## src/rtl/pipeline_hazard_ctrl.sv

```systemverilog
// Stall/flush controller for the 5-stage pipeline: load-use, dcache wait, branch redirect, sticky halt.
// Optional HAZARD_PERF_EN adds saturating stall_cycles / flush_events counters.
module pipeline_hazard_ctrl #(
    parameter int REG_W = 5,
    parameter int CNT_W = 32
) (
    input  logic             CLK,
    input  logic             RST,
    input  logic [REG_W-1:0] rsel1_o1,
    input  logic [REG_W-1:0] rsel2_o1,
    input  logic             uses_rt_o1,
    input  logic [REG_W-1:0] wsel_o2,
    input  logic             wen_o2,
    input  logic             dren_o2,
    input  logic             dmem_req_o3,
    input  logic             dhit,
    input  logic             ihit,
    input  logic             branch_taken_o3,
    input  logic             halt_o4,
    output logic             pc_en,
    output logic             pc_sel_target,
    output logic             ifid_en,
    output logic             idex_en,
    output logic             exmem_en,
    output logic             memwb_en,
    output logic             ifid_flush,
    output logic             idex_flush,
    output logic             exmem_flush,
    output logic             memwb_flush,
    output logic             halt
`ifdef HAZARD_PERF_EN
    ,
    output logic [CNT_W-1:0] stall_cycles,
    output logic [CNT_W-1:0] flush_events
`endif
);

    localparam logic [1:0] RUN    = 2'd0;
    localparam logic [1:0] DWAIT  = 2'd1;
    localparam logic [1:0] HALTED = 2'd2;

    logic [1:0] state;
    logic [1:0] state_next;
    logic       load_use;

    // $0 is hardwired zero, so a load targeting it never creates a dependency
    assign load_use = dren_o2 && wen_o2 && (wsel_o2 != '0) &&
                      ((wsel_o2 == rsel1_o1) || (uses_rt_o1 && (wsel_o2 == rsel2_o1)));

    always_comb begin
        pc_en         = 1'b0;
        pc_sel_target = 1'b0;
        ifid_en       = 1'b0;
        idex_en       = 1'b0;
        exmem_en      = 1'b0;
        memwb_en      = 1'b0;
        ifid_flush    = 1'b0;
        idex_flush    = 1'b0;
        exmem_flush   = 1'b0;
        memwb_flush   = 1'b0;
        halt          = (state == HALTED);
        state_next    = state;

        if (RST) begin
            ifid_flush  = 1'b1;
            idex_flush  = 1'b1;
            exmem_flush = 1'b1;
            memwb_flush = 1'b1;
            state_next  = RUN;
        end else if (state != HALTED) begin
            state_next = RUN;
            // DWAIT with dhit falls through to the RUN priorities minus the miss rule
            if (state == DWAIT && !dhit) begin
                memwb_flush = 1'b1;
                state_next  = DWAIT;
            end else if (halt_o4) begin
                state_next = HALTED;
            end else if (state == RUN && dmem_req_o3 && !dhit) begin
                memwb_flush = 1'b1;
                state_next  = DWAIT;
            end else if (branch_taken_o3) begin
                pc_en         = 1'b1;
                pc_sel_target = 1'b1;
                ifid_flush    = 1'b1;
                idex_flush    = 1'b1;
                exmem_flush   = 1'b1;
                memwb_en      = 1'b1;
            end else if (load_use) begin
                idex_flush = 1'b1;
                exmem_en   = 1'b1;
                memwb_en   = 1'b1;
            end else if (!ihit) begin
                ifid_flush = 1'b1;
                idex_en    = 1'b1;
                exmem_en   = 1'b1;
                memwb_en   = 1'b1;
            end else begin
                pc_en    = 1'b1;
                ifid_en  = 1'b1;
                idex_en  = 1'b1;
                exmem_en = 1'b1;
                memwb_en = 1'b1;
            end
        end
    end

    always_ff @(posedge CLK) begin
        if (RST) begin
            state <= RUN;
        end else begin
            state <= state_next;
        end
    end

`ifdef HAZARD_PERF_EN
    localparam logic [CNT_W-1:0] CNT_ONE = {{(CNT_W-1){1'b0}}, 1'b1};

    // pc_sel_target is asserted exactly on branch-redirect cycles
    always_ff @(posedge CLK) begin
        if (RST) begin
            stall_cycles <= '0;
            flush_events <= '0;
        end else begin
            if (state != HALTED && !pc_en && stall_cycles != '1) begin
                stall_cycles <= stall_cycles + CNT_ONE;
            end
            if (pc_sel_target && flush_events != '1) begin
                flush_events <= flush_events + CNT_ONE;
            end
        end
    end
`endif

endmodule
```

## config.mk

```make
export PLATFORM = sky130hd
export DESIGN_NAME = pipeline_hazard_ctrl
export DESIGN_NICKNAME = d
export VERILOG_FILES = /design/src/rtl/pipeline_hazard_ctrl.sv
export SDC_FILE = /design/constraint.sdc
export NUM_CORES = 1
export LEC_CHECK = 0
export CORE_UTILIZATION = 26
export DETAILED_ROUTE_END_ITERATION = 12
export GPL_TIMING_DRIVEN = 0
export PLACE_DENSITY_LB_ADDON = 0.08
export SLEW_MARGIN = 25
export SYNTH_ARGS = -nofsm -noshare
export SYNTH_HDL_FRONTEND = slang
export SYNTH_SLANG_ARGS = --single-unit
```

## constraint.sdc

```tcl
create_clock -name CLK -period 1.7 [get_ports CLK]
set_input_delay 0.34 -clock CLK [delete_from_list [all_inputs] [get_ports CLK]]
set_output_delay 0.34 -clock CLK [all_outputs]
set_load 0.05 [all_outputs]
```

==> impl_metrics.tcl <==
set metrics [dict create \
    cpMaxStageDelayCell "dfxtp_2" \
    finalCritPeriodShare_pct 122 \
    r2r-start "state[1]" \
    synth-seq-cells 2 \
    power_uw 426 \
    cts_root_buf "clkbuf_4" \
    dr_total_vias 520 \
    switching_power_uw 169 \
    grt_pass1_vias 517 \
    hold_buffers 0 \
    cp-end-kind "primary output" \
    syn_area_per_cell_um2 8.08 \
    coreArea_mm2 0.00132 \
    grt_pass1_wl_um 2050 \
    crit_fanout 5 \
    die-area_mm2 0.00158 \
    final_common_cell "dlygate4sd2_1" \
    required_ns 1.36 \
    critical_path_class "reg -> out" \
    clkTransAtPathRegs_ns 0.03 \
    synthCells 46 \
    worst_slew_pin_slew_ns 0.391 \
    clock_path_buffers 2 \
    timing.critical_path.buf_inv 2 \
    cp_top_family "compound AO/OA/AOI/OAI gates" \
    ioPinCount 36 \
    ys_seq_area_share_pct 10.8 \
    diodes 0 \
    internal-power_uw 257 \
    status "finished with violations" \
    portBuffers 35 \
    drc_errors 0 \
    drive_above_1_share_pct 48.4 \
    slowest_delay_ns 0.32 \
    regMostFlops "state" \
    grt_overflow 0 \
    synth_cell_types 25 \
    grt_usage_pct 19.1 \
    layout_common_cells "12 x dlygate4sd2_1, 10 x xnor2_1, 7 x buf_4" \
    p_clk_share_pct 25.1 \
    top_regs "state x2" \
    rsz0062_at_grt "yes" \
    layout_min_cycle_time_ns 2.07 \
    tritoncts "yes" \
    pwr-share-comb_pct 62.4 \
    antenna_found_initial 0 \
    path_cells "or2_4 > a2111oi_4 > buf_4 > and2_4 > a21boi_4 > buf_6" \
    peakVddDrop_uv 523 \
    grt_max_degree 7 \
    start_kind "register" \
    setup_ws_ns -0.368 \
    row_count 13 \
    clk_latency_ns 0.23 \
    utilization_pct 71.3 \
    fillers 100 \
    htreeDepth 1 \
    routed_wl_um 1390 \
    clock-sinks 2 \
    yosysWarnings 0 \
    power_switching_share_pct 39.6 \
    finalMaxSlewViolations 0 \
    nets 118 \
    setup_viol 9 \
    die_y_um 39.8 \
    fin_skew_ns 0.00649 \
    relSlewSlack_pct 73.7 \
    fp.dieW_um 39.8 \
    place_ws_ns -1.50 \
    clock.fmax_mhz 484 \
    syn_nets 71 \
    power_frac_seq_pct 12.5 \
    critPathArrivalTime_ns 1.73 \
    routed_via_density 4.91 \
    drt_iter0_markers 5 \
    maxCapViolCount 0 \
    routedWlPerCell_um 13.1 \
    syn-cell-area_um2 372 \
    initial_core_util_pct 28.2 \
    finalHoldViolCount 0 \
    violations "negative setup slack" \
    largest_register_ff_count 2 \
    place.gp.congestion 0.639 \
    cts_made_buffers 3 \
    dp_hpwl_um 936 \
    powerDensity_mw_per_mm2 453 \
    min_path_type "reg -> reg" \
    min-delay-start "state[0]" \
    p_leak_nw 0.388 \
    crit_start "state[0]" \
    ant_nets 0 \
    dr.pass1.iters 2 \
    area_growth_pct 153 \
]
-- kinds of logic (layout without fill, tap and decap cells) --
| family | count (synthesis) | count (layout) | synth area share [%] |
|---|---|---|---|
| buffers and inverters | 2 | 47 | 2.02 |
| AND/OR/NAND/NOR | 16 | 16 | 24.6 |
| AO/OA/AOI/OAI | 16 | 16 | 39.1 |
| flip-flops | 2 | 2 | 10.8 |
| XOR/XNOR | 10 | 10 | 23.6 |
-- metal layers --
metal,GRT usage [%],wire length [um],vias up
met5,0,0,-
met4,5.17,0,0
met3,5.11,170,0
met2,37.7,690,27
met1,18.9,528,232
li1,-,-,261
-- stage by stage --
step | hold WS (ns) | area [um2] | setup TNS, ns | std cells
detailed placement | 0.485 | 793 | -11.95 | 96
floorplan | 0.412 | 424 | -3.61 | 46
CTS | 0.448 | 935 | -2.34 | 106
global route | 0.459 | 940 | -2.98 | 106
finish | 0.443 | 940 | -2.28 | 106
global placement | 0.486 | 793 | -12.01 | 96
-- power by group through the flow --
stage	registers [mW]	logic [mW]	clock network [mW]
floorplan	0.0522	0.134	0
global placement	0.0527	0.237	0
detailed placement	0.0527	0.238	0
CTS	0.0531	0.264	0.111
global route	0.0535	0.281	0.116
finish	0.0532	0.265	0.107
-- final timing paths --
| check | end | slack, ns | depth (start not counted) |
|---|---|---|---|
| max | idex_en | -0.37 | 6 |
| min | state[1] | 0.44 | 1 |
| max reg2reg | state[1] | 0.86 | 2 |
| min reg2reg | state[1] | 0.44 | 1 |
-- what timing repair did --
item | in CTS | in global routing
gates cloned | 0 | 0
pin swaps | 17 | 4
endpoints found under the setup margin | 11 | 11
buffers inserted | 7 | 0
resized for setup | 111 | 5
-- area by class of cell --
type | count | area [um2] | area share, %
inverters | 2 | 7.51 | 0.799
clock buffers | 3 | 22.5 | 2.40
flip-flops and latches | 2 | 41.3 | 4.39
well taps | 15 | 18.8 | 2.00
multi-input cells | 42 | 425 | 45.3
repair buffers | 42 | 424 | 45.1
-- synthesized netlist by cell type, drive strengths merged --
cell      n  area [um2]
a21bo     1        10.0
nand3     2        10.0
xnor2    10        87.6
inv       2        7.51
a21oi     2        10.0
nand4     1        6.26
o311a     1        21.3
o21ai     3        15.0
nand2     2        7.51
a211oi    3        22.5
and2b     1        7.51
a21boi    1        11.3
dfxtp     2        40.0
or2       1        8.76
nand2b    1        6.26
nor2      3        11.3
nor2b     1        6.26
a31oi     2        12.5
and2      3        21.3
or3       1        6.26
a2111oi   2        36.3
o22ai     1        6.26
Power figures use the tool's default switching activity.
